`src/rtl/rr_wrr_arb.sv`:
```
// rr_wrr_arb -- weighted round-robin arbiter with valid/ready grant handshake
// and a saturating max-wait monitor.
//
// A requester wins a burst of up to max(weight,1) accepted beats. Selection
// starts one past the last granted index and wraps, so requester 0 has top
// priority right after reset. A burst ends early when the grantee drops its
// request at a handshake; re-arbitration then happens in the same cycle so
// the grant stream has no bubble.
//
// Ports:
//   clk_i          clock
//   rst_n_i        asynchronous active-low reset
//   req_i          request bits, one per requester
//   weight_i       packed weights, requester i at [i*WEIGHT_W +: WEIGHT_W]
//   gnt_rdy_i      consumer accepts the current grant beat
//   gnt_val_o      grant valid
//   gnt_num_o      index of the granted requester
//   gnt_last_o     current beat uses the last unit of burst credit
//   max_wait_o     largest per-requester wait seen since reset/clear
//   max_wait_clr_i synchronous clear of max_wait_o
module rr_wrr_arb #(
  parameter int REQCNT   = 4,
  parameter int WEIGHT_W = 4,
  parameter int WAIT_W   = 16
) (
  input  logic                          clk_i,
  input  logic                          rst_n_i,
  input  logic [REQCNT-1:0]             req_i,
  input  logic [REQCNT*WEIGHT_W-1:0]    weight_i,
  input  logic                          gnt_rdy_i,
  output logic                          gnt_val_o,
  output logic [$clog2(REQCNT)-1:0]     gnt_num_o,
  output logic                          gnt_last_o,
  output logic [WAIT_W-1:0]             max_wait_o,
  input  logic                          max_wait_clr_i
);

  localparam int IDX_W = $clog2(REQCNT);

  typedef enum logic {
    IDLE,
    GRANT
  } state_t;

  state_t              state_q, state_d;
  logic [IDX_W-1:0]    ptr_q, ptr_d;
  logic [IDX_W-1:0]    cur_q, cur_d;
  logic [WEIGHT_W-1:0] credit_q, credit_d;
  logic                gnt_val_q;
  logic [IDX_W-1:0]    gnt_num_q;
  logic                gnt_last_q;
  logic [WAIT_W-1:0]   wait_q [REQCNT];
  logic [WAIT_W-1:0]   wait_d [REQCNT];
  logic [WAIT_W-1:0]   max_q, max_d;

  logic [WEIGHT_W-1:0] w_arr [REQCNT];
  logic [IDX_W-1:0]    pick_idle;
  logic [IDX_W-1:0]    pick_end;
  logic                hs;

  // First requesting index after 'last', wrapping; returns 'last' when
  // nothing requests (callers only use the result when |req is true).
  function automatic logic [IDX_W-1:0] pick(input logic [REQCNT-1:0] req,
                                            input logic [IDX_W-1:0]  last);
    logic [IDX_W-1:0] sel;
    logic [IDX_W-1:0] idx;
    logic             found;
    sel   = last;
    found = 1'b0;
    for (int k = 1; k <= REQCNT; k++) begin
      idx = IDX_W'((int'(last) + k) % REQCNT);
      if (!found && req[idx]) begin
        sel   = idx;
        found = 1'b1;
      end
    end
    return sel;
  endfunction

  // A zero weight still earns one beat per burst.
  function automatic logic [WEIGHT_W-1:0] eff_weight(input logic [WEIGHT_W-1:0] w);
    return (w == '0) ? WEIGHT_W'(1) : w;
  endfunction

  function automatic logic [WAIT_W-1:0] sat_inc(input logic [WAIT_W-1:0] v);
    return (v == '1) ? v : v + WAIT_W'(1);
  endfunction

  function automatic logic [WAIT_W-1:0] umax(input logic [WAIT_W-1:0] a,
                                             input logic [WAIT_W-1:0] b);
    return (a > b) ? a : b;
  endfunction

  for (genvar g = 0; g < REQCNT; g++) begin : g_warr
    assign w_arr[g] = weight_i[g*WEIGHT_W +: WEIGHT_W];
  end

  assign hs        = gnt_val_q && gnt_rdy_i;
  assign pick_idle = pick(req_i, ptr_q);
  // At a burst end the pointer moves to cur, so search from cur.
  assign pick_end  = pick(req_i, cur_q);

  always_comb begin
    state_d  = state_q;
    ptr_d    = ptr_q;
    cur_d    = cur_q;
    credit_d = credit_q;
    case (state_q)
      IDLE: begin
        if (|req_i) begin
          cur_d    = pick_idle;
          credit_d = eff_weight(w_arr[pick_idle]);
          state_d  = GRANT;
        end
      end
      GRANT: begin
        if (hs) begin
          if ((credit_q > WEIGHT_W'(1)) && req_i[cur_q]) begin
            credit_d = credit_q - WEIGHT_W'(1);
          end else begin
            ptr_d = cur_q;
            if (|req_i) begin
              cur_d    = pick_end;
              credit_d = eff_weight(w_arr[pick_end]);
            end else begin
              state_d = IDLE;
            end
          end
        end
      end
      default: state_d = IDLE;
    endcase
  end

  // Wait counters see the grant currently presented on the outputs.
  always_comb begin
    max_d = max_q;
    for (int i = 0; i < REQCNT; i++) begin
      if (req_i[i] && !(gnt_val_q && (gnt_num_q == IDX_W'(i))))
        wait_d[i] = sat_inc(wait_q[i]);
      else
        wait_d[i] = '0;
      max_d = umax(max_d, wait_d[i]);
    end
    if (max_wait_clr_i)
      max_d = '0;
  end

  // Register stage: arbitration state, grant outputs and wait monitor.
  always_ff @(posedge clk_i or negedge rst_n_i) begin
    if (!rst_n_i) begin
      state_q    <= IDLE;
      ptr_q      <= IDX_W'(REQCNT - 1);
      cur_q      <= '0;
      credit_q   <= '0;
      gnt_val_q  <= 1'b0;
      gnt_num_q  <= '0;
      gnt_last_q <= 1'b0;
      max_q      <= '0;
      for (int i = 0; i < REQCNT; i++)
        wait_q[i] <= '0;
    end else begin
      state_q    <= state_d;
      ptr_q      <= ptr_d;
      cur_q      <= cur_d;
      credit_q   <= credit_d;
      gnt_val_q  <= (state_d == GRANT);
      gnt_num_q  <= cur_d;
      gnt_last_q <= (state_d == GRANT) && (credit_d == WEIGHT_W'(1));
      max_q      <= max_d;
      for (int i = 0; i < REQCNT; i++)
        wait_q[i] <= wait_d[i];
    end
  end

  assign gnt_val_o  = gnt_val_q;
  assign gnt_num_o  = gnt_num_q;
  assign gnt_last_o = gnt_last_q;
  assign max_wait_o = max_q;

endmodule

```
`config.mk`:
```
export PLATFORM = sky130hd
export DESIGN_NAME = rr_wrr_arb
export DESIGN_NICKNAME = d
export VERILOG_FILES = /design/src/rtl/rr_wrr_arb.sv
export SDC_FILE = /design/constraint.sdc
export NUM_CORES = 1
export LEC_CHECK = 0
export CORE_UTILIZATION = 50
export DETAILED_ROUTE_END_ITERATION = 8
export PLACE_DENSITY = 0.72
export SYNTH_ARGS = -nofsm -noshare
export SYNTH_HDL_FRONTEND = slang
export SYNTH_SLANG_ARGS = --single-unit
export TNS_END_PERCENT = 30
```
`constraint.sdc`:
```
create_clock -name clk_i -period 27.5 [get_ports clk_i]
set_input_delay 5.5 -clock clk_i [delete_from_list [all_inputs] [get_ports clk_i]]
set_output_delay 5.5 -clock clk_i [all_outputs]
set_load 0.02 [all_outputs]
```
==> results.rst <==
.. list-table::
   :header-rows: 1

   * - Metric
     - Value
   * - Signed area change from the synthesized netlist to the final layout
     - 11.66%
   * - Class of the worst hold path
     - flop to flop
   * - Sum of net half-perimeters after detailed placement
     - 15150 um
   * - Yosys top cell area share
     - about 29%
   * - Placer congestion estimate
     - 0.9426
   * - Via count of the routed design
     - 6638
   * - Buffer depth of the longest clock path
     - 2
   * - Setup fix buffers added after clock tree synthesis
     - 0
   * - CTS HTree Levels
     - 3
   * - Dpl cell area
     - 8120 um^2
   * - Skew-Pair Late Insertion Delay
     - 0.36 ns
   * - Post-synthesis area per instance
     - 8.540 um^2
   * - DRT Wirelength
     - approximately 20000 um
   * - Core Box Area
     - 14640 um^2
   * - I/O pin cnt
     - 44
   * - Largest net degree at the start of global routing
     - 64
   * - Initial core utilization
     - 51.67%
   * - Number of endpoints with negative hold slack in the final report
     - 0
   * - Residual DRC count
     - 12
   * - Total iterations of the first detailed-routing run
     - 7
   * - Synthesized area
     - 7566 um^2
   * - Dominant cell type by area after synthesis
     - sky130_fd_sc_hd__dfrtp_1
   * - DR iter-0 viols
     - 631
   * - Ratio of cells with drive above 1 in the final layout
     - 7.978%
   * - Cell count of the worst reg-to-reg path
     - 37
   * - Crit path required time
     - 27.68 ns
   * - Register-to-register setup slack
     - 16.23 ns
   * - Pins over their slew limit
     - 0
   * - TritonCTS clock tree
     - done
   * - Number of distinct library cell variants in the gate-level netlist after synthesis
     - 83
   * - Sequential cell area fraction in the yosys report
     - 29.80%
   * - Classification of the worst setup path
     - input port to flop
   * - Leading cell type in the layout, fill and taps excluded
     - sky130_fd_sc_hd__inv_1
   * - Syn Nets
     - about 980
   * - Worst hold slack
     - 0.5440 ns
   * - MaxCap Viol Count
     - 0
   * - Post-route clock skew
     - approximately 0.0090 ns
   * - Terminus of the critical flop-to-flop path
     - max_wait_o[14]
   * - Number of antenna violations at the first check in global routing
     - 0
   * - Clock transition time at the flip-flop clock pins of the worst setup and hold paths
     - approximately 0.06 ns
   * - Final setup viols
     - 0
   * - Period utilization
     - between 50% and 60%
   * - Post-layout net count
     - a little over 1000
   * - Die Y-Extent
     - around 130 um
   * - Tmin final
     - 16.05 ns
   * - Die Width
     - 125.0 um
   * - Input/output buffers
     - 43
   * - Violated checks
     - DRC
   * - Resized cells post-CTS
     - 0
   * - Register area
     - 2255 um^2
   * - FMAX
     - slightly above 60 MHz
   * - Top_reg_cell synth
     - sky130_fd_sc_hd__dfrtp_1
   * - Design Area, Final
     - 8448 um^2
   * - Number of fill cells
     - 1349
   * - Commonest non-fill, non-tap cells in the layout
     - sky130_fd_sc_hd__inv_1 (89), sky130_fd_sc_hd__dfrtp_1 (88), sky130_fd_sc_hd__nand2_1 (80), sky130_fd_sc_hd__ha_1 (74), sky130_fd_sc_hd__nor2_1 (67)
   * - RSZ-0062 raised after global routing
     - false
   * - End-of-flow core utilization
     - 57.69%
   * - Share of async-settable or async-resettable flops after synthesis
     - 100.0%
   * - Synth warn
     - 0
   * - Origin of the worst min-delay path
     - ptr_q[0]
   * - Crit. End Element
     - flop
   * - Vias in the first global route
     - 6210
   * - Worst-Margin Slew
     - 1.152 ns
   * - Number of sinks handled by clock tree synthesis
     - 90
   * - Number of cells on the worst hold path
     - 2
   * - First-pass GRT wire length
     - between 30000 and 40000 um
   * - Remaining max-slew budget at the tightest pin
     - 22.74%
   * - Routed WL per cell
     - approximately 18 um
   * - Remaining global-route overflow
     - 0
   * - Crit path DAT
     - ~16 ns
   * - Biggest area contributors in the synthesized netlist
     - sky130_fd_sc_hd__dfrtp_1 (29%), sky130_fd_sc_hd__ha_1 (12%), sky130_fd_sc_hd__inv_1 (4.4%), sky130_fd_sc_hd__nand2_1 (4.0%), sky130_fd_sc_hd__o21ai_0 (3.5%)
   * - Number of antenna-violating nets in the routed design
     - 0
   * - Number of synthesized flops with an enable pin
     - 0
   * - Run status
     - finished, violations left
   * - Worst min-delay path endpoint
     - ptr_q[0]
   * - Critical-path maximum fanout
     - 37
   * - Hold Buf Count CTS
     - 0
   * - Cell with the biggest individual delay on the critical path
     - sky130_fd_sc_hd__and2_1
   * - Worst reg2reg startpoint
     - gnt_num_o[0]
   * - Total of flip-flops plus latches after synthesis
     - 90
   * - Buffer type at the clock tree root
     - sky130_fd_sc_hd__clkbuf_16
   * - Multi-input combinational cell area
     - 4828 um^2
   * - Post-route setup TNS
     - 0 ns
   * - Inserted Clock Buffers
     - 9
   * - Crit path largest cell delay
     - 0.94 ns
   * - Diode insertion count for antenna repair
     - 0
   * - Row Count
     - 44
   * - Total Routing Usage GR
     - between 20% and 30%
   * - Via-per-instance ratio
     - slightly above 6
   * - Overall die area
     - 15630 um^2
   * - Nature of the critical path startpoint
     - input port
   * - Post-synthesis instance total
     - 886
## registers in the layout (all words and copies together) (netlist names)
name,cells
ptr_q,2
wait_q,64
credit_q,4
gnt_val_o,1
gnt_num_o,2
gnt_last_o,1
max_wait_o,16
## cell families (layout without fill, tap and decap cells)
| kind of cell | after synthesis | after routing | synth area share (%) |
|---|---|---|---|
| buf+inv | 125 | 154 | 6.549 |
| simple gates | 311 | 311 | 21.45 |
| mux | 39 | 39 | 6.714 |
| compound gates | 208 | 208 | 18.64 |
| fa+ha+maj | 74 | 74 | 12.24 |
| flops | 90 | 90 | 29.80 |
| xor+xnor | 39 | 39 | 4.614 |
## synthesized netlist by cell type, drive strengths merged (13+ instances only)
master / number
nor3: 27
clkbuf: 17
xnor2: 26
nand2: 81
a21o: 19
nor2: 68
mux2i: 23
buf: 17
a211oi: 13
inv: 91
or2: 14
o21ai: 56
xor2: 13
nand3: 34
dfrtp: 88
nand4: 19
a21oi: 36
ha: 74
o211ai: 20
## critical path: cells and delay by family
kind                       cells  cell delay [ns]
and+or+nand+nor               14             4.05
AOI/OAI and AO/OA             13             3.92
adders and majority gates      4             1.23
buffers and inverters          3             1.04
muxes                          1             0.47
## metal layers
layer  vias to the layer above  wire [um]  track usage, %
li1                       3246          -               -
met1                      3117       8867           37.13
met2                       234       9013           41.34
met3                        41       1372           3.937
met4                         0        643           12.12
met5                         -          0               0
## final cells by class
class / instances / area share [%]
multi-input cells: 671 / 57.15
flip-flops and latches: 90 / 26.69
repair buffers: 48 / 5.509
inverters: 91 / 4.043
clock buffers: 11 / 2.992
well taps: 184 / 2.725
clock inverters: 4 / 0.8886
## how the worst max path moves through the flow
stage,start,endpoint,slack [ns]
floorplan,req_i[0],max_wait_o[3],13.87
global placement,req_i[0],max_wait_o[10],11.47
detailed placement,req_i[0],max_wait_o[14],11.31
CTS,req_i[0],max_wait_o[14],11.65
global route,req_i[0],max_wait_o[7],10.51
finish,req_i[0],max_wait_o[14],11.45
## stage by stage
stage          worst slack [ns]  instances
4_1_cts                   11.65       1099
5_1_grt                   10.51       1099
3_3_place_gp              11.47       1084
3_5_place_dp              11.31       1084
6_report                  11.45       1099
2_1_floorplan             13.87        886
Power is left out: the tool's default activity adds up to more than one toggle a clock period on the data nets, which glitch-free logic cannot reach.
==> RTL edit 1: new RTL, config.mk and constraints unchanged <==
`WAIT_W`: 16 -> 32.
--- a/src/rtl/rr_wrr_arb.sv
+++ b/src/rtl/rr_wrr_arb.sv
@@ -21,7 +21,7 @@
 module rr_wrr_arb #(
   parameter int REQCNT   = 4,
   parameter int WEIGHT_W = 4,
-  parameter int WAIT_W   = 16
+  parameter int WAIT_W   = 32
 ) (
   input  logic                          clk_i,
   input  logic                          rst_n_i,
Interface: changed (resized max_wait_o); port bits go from 44 to 60. The function was not compared with the original's and may differ.
==> RTL edit 1 against the original RTL <==
  * Maximum frequency shrank 13%
  * Sequential cell count grew 80
  * Cell area grew 82%
  * Via count grew 95%
  * Register-to-register slack lost 2.6 ns
  * Hold slack gained 0.0038 ns
  * Synthesized area grew 84%
  * Largest cell class unchanged
  * Clock skew grew 0.0071 ns
  * First-iteration DRC count grew 140%
  * Critical path type unchanged
  * Wire length grew 130%
  * Worst setup slack lost 2.4 ns
  * Critical path depth grew 4
Power is left out: the tool's default activity adds up to more than one toggle a clock period on the data nets, which glitch-free logic cannot reach.
==> RTL edit 1: results (changes against the original RTL) <==
[final_layout]
layout-drive-gt1-share_pct=6.20  ; was 7.98%
seq_area_share_pct=27.7  ; was 26.7%
final_nets=1859  ; was 1,009
design.seq.count=170  ; was 90
register_area_mm2=0.00426  ; was 0.00225 mm²
final_util_pct=56.8  ; was 57.7%
inv_count=156  ; was 91
buffer_area_share_pct=4.53  ; was 5.51%
multi_input_cells=1279  ; was 671

[global_routing]
use_met1_pct=44.7  ; was 37.1%
met2_usage_pct=49.9  ; was 41.3%
grt_pass1_wl_um=69300  ; was 32,700 µm
antenna_found_initial=1  ; was 0
grt_pass1_vias=12000  ; was 6,210
grtUsageMet3_pct=4.98  ; was 3.94%

[routing]
wl_met1_um=19900  ; was 8870 µm
vias_per_cell=6.22  ; was 6.04
drt_pass1_iterations=8  ; was 7

[status]
run_status=complete, no violations  ; was complete, but fails checks

[synthesis]
avgSynthCellArea_um2=8.32  ; was 8.54 µm²
synth_commonest_cells=dfrtp_1 (168), nand2_1 (154), inv_1 (149)  ; was inv_1 (89), dfrtp_1 (88), nand2_1 (80)
synth.distinct_cells=84  ; was 83
synth_xor_area_share_pct=5.67  ; was 4.61%

[cts]
cts_buffers=17  ; was 9
clk_latency_ns=0.45  ; was 0.36 ns
clkSlewWorstSetupHoldPaths_ns=0.08  ; was 0.06 ns

[timing]
period_share_pct=67.2  ; was 58.4%
whs_ns=0.548  ; was 0.544 ns
tightest_slew_ns=1.23  ; was 1.15 ns

[placed_design]
gp_congestion=1.06  ; was 0.943
dp_cells=2050  ; was 1,084

[worst_setup_path]
regToRegSetupSlack_ns=13.67  ; was 16.23 ns

## RTL edit 1: cell count changes after synthesis, moves of 42 or more
| cell | delta |
|---|---|
| dfrtp_1 | +80 |
| nand2_1 | +74 |
| ha_1 | +64 |
| a21oi_1 | +63 |
| nor2_1 | +61 |
| inv_1 | +60 |
| nand3_1 | +46 |
| nand4_1 | +42 |
## RTL edit 1: cell families (layout without fill, tap and decap cells)
kind of cell,after synthesis,count (layout)
fa+ha+maj,138,138
buf+inv,224,260
flops,170,170
xor+xnor,90,90
compound gates,395,395
mux,50,50
simple gates,606,606
## RTL edit 1: path summary, 6_finish.rpt
check                             startpoint              to  cells after the start
worst max-delay path                req_i[0]   max_wait_o[1]                     39
worst min-delay path                ptr_q[0]        ptr_q[0]                      2
worst max register to register  gnt_num_o[0]   max_wait_o[1]                     41
worst min register to register      ptr_q[0]        ptr_q[0]                      2
max in group asynchronous            rst_n_i  max_wait_o[27]                      2
min in group asynchronous            rst_n_i      wait_q[76]                      1
==> RTL edit 2: new RTL, same settings <==
Without the edit above. Reset style: synchronous (`rst_n_i`), changed in one clocked block. Comments in the files are not updated.
--- a/src/rtl/rr_wrr_arb.sv
+++ b/src/rtl/rr_wrr_arb.sv
@@ -147,7 +147,7 @@
   end
 
   // Register stage: arbitration state, grant outputs and wait monitor.
-  always_ff @(posedge clk_i or negedge rst_n_i) begin
+  always_ff @(posedge clk_i) begin
     if (!rst_n_i) begin
       state_q    <= IDLE;
       ptr_q      <= IDX_W'(REQCNT - 1);
Check against the original RTL: differs if rst_n_i is asserted again (counterexample within 4 cycles, from zero or initial values and one cycle with rst_n_i low); with rst_n_i held inactive, the same outputs for 4 cycles.
==> RTL edit 2 against the original RTL <==
  * Synthesized area fell by 3.7%
  * Final cell count rose by 2.4%
  * Via count rose by 1.7%
  * Cell area fell by 3.6%
  * Sequential cell count did not move
  * Worst setup slack improved by 0.19 ns
  * Wire length fell by 2.1%
  * Highest routed layer unchanged
Power is left out: it rests on default switching activity, and per cell area and clock period it moved more than threefold.
==> RTL edit 2: results (changes against the original RTL) <==
[status]
run_status=complete, no violations  ; was complete, but fails checks

[worst_setup_path]
worstRegToRegCells=39  ; was 37
crit_family=compound AO/OA/AOI/OAI gates  ; was simple AND/OR/NAND/NOR gates
cp.arrival_ns=16.14  ; was 16.23 ns
r2r_start=gnt_num_o[0]  ; unchanged
reg2reg_to=max_wait_o[7]  ; was max_wait_o[14]
regToRegSetupSlack_ns=16.36  ; was 16.23 ns
slowest_stage=clkdlybuf4s50_1  ; was and2_1
max_stage_delay_ns=0.71  ; was 0.94 ns

[placed_design]
gp_congestion=1.01  ; was 0.943
dp_hpwl_um=15200  ; was 15,100 µm

[routing]
drt_pass1_iterations=6  ; was 7
vias_per_cell=6.00  ; was 6.04
totalWireLength_um=19500  ; was 19,900 µm

[global_routing]
grt_max_degree=69  ; was 64
grt_pass1_wl_um=31200  ; was 32,700 µm
grt_pass1_vias=6033  ; was 6,210

[synthesis]
synth.distinct_cells=77  ; was 83
syn-num-nets=1012  ; was 984
yosysSeqAreaShare_pct=24.7  ; was 29.8%
synthFlopType=dfxtp_1  ; was dfrtp_1
async_flop_share_pct=0  ; was 100%
synth_commonest_cells=nor2_1 (119), dfxtp_1 (90), nand2_1 (75)  ; was inv_1 (89), dfrtp_1 (88), nand2_1 (80)
yosys-top-cells-area=dfxtp_1 (25%), ha_1 (13%), nor2_1 (6.1%), nand2_1 (3.9%), mux2_2 (3.1%)  ; was dfrtp_1 (29%), ha_1 (12%), inv_1 (4.4%), nand2_1 (4.0%), o21ai_0 (3.5%)

[final_layout]
layout-drive-gt1-share_pct=7.41  ; was 7.98%

[min_path]
hold_class=flop to flop  ; unchanged
holdPathEnd=ptr_q[0]  ; unchanged
hold_start=ptr_q[0]  ; unchanged

[timing]
finClkSkew_ns=0.00989  ; was 0.00896 ns
tightest_slew_ns=1.08  ; was 1.15 ns

[cts]
clkSlewWorstSetupHoldPaths_ns=0.08  ; was 0.06 ns

==> RTL edit 2: cell count changes after synthesis, sizes merged, moves of 10 or more <==
cell	change
o2bb2ai	+13
o21ai	-10
inv	-34
mux2	+13
dfrtp	-88
or2	-11
nand4	+11
and2	+11
dfxtp	+90
nor2	+52
xnor2	-11
clkbuf	+10
==> RTL edit 2: cell families after synthesis <==
| group | synth area share (%) |
|---|---|
| and+or+nand+nor | 25.6 |
| buffers and inverters | 5.20 |
| AOI/OAI and AO/OA | 19.5 |
| DFF | 24.7 |
| xor gates and xnor gates | 4.45 |
| muxes | 7.88 |
| adders and majority gates | 12.7 |
==> RTL edit 2: cell type report <==
cell class	instances	area, µm²	share of cell area (%)
repair buffers	51	490	6.02
clock buffers	9	225	2.76
multi-input cells	730	5110	62.7
flip-flops and latches	90	1800	22.1
inverters	58	218	2.67
well taps	180	225	2.76
clock inverters	7	78.8	0.967
==> RTL edit 2: through the flow <==
stage | instances | area (µm²) | hold WS (ns) | setup slack (ns)
after floorplan | 914 | 7290 | 0.509 | 13.07
after global placement | 1109 | 7840 | 0.566 | 11.89
after detailed placement | 1109 | 7840 | 0.563 | 11.43
after CTS | 1125 | 8150 | 0.583 | 11.78
after global routing | 1125 | 8150 | 0.628 | 10.70
final | 1125 | 8150 | 0.575 | 11.64
==> RTL edit 2: worst max-delay path by stage <==
| stage | from | to | slack [ns] | cells after the start |
|---|---|---|---|---|
| global route | req_i[0] | max_wait_o[7] | 10.70 | 37 |
| detailed placement | req_i[0] | max_wait_o[7] | 11.43 | 37 |
| finish | req_i[0] | max_wait_o[7] | 11.64 | 37 |
| floorplan | req_i[0] | max_wait_o[15] | 13.07 | 43 |
| global placement | req_i[0] | max_wait_o[14] | 11.89 | 36 |
| CTS | req_i[0] | max_wait_o[7] | 11.78 | 37 |
==> RTL edit 2: worst reg2reg max path: cells and delay by family, from the launching register on <==
family	cells	cell delay, ns
AOI/OAI and AO/OA	22	6.28
and+or+nand+nor	7	1.44
adders and majority gates	5	1.41
DFF	1	0.79
buffers and inverters	4	0.74
muxes	1	0.40
==> RTL edit 2: routing by layer <==
layer	vias up	share of wire (%)	GRT usage, %
met2	215	44	41.8
met1	3113	47	37.3
li1	3389	-	-
met5	-	0	0
met4	0	2.3	8.61
met3	35	6.3	5.76
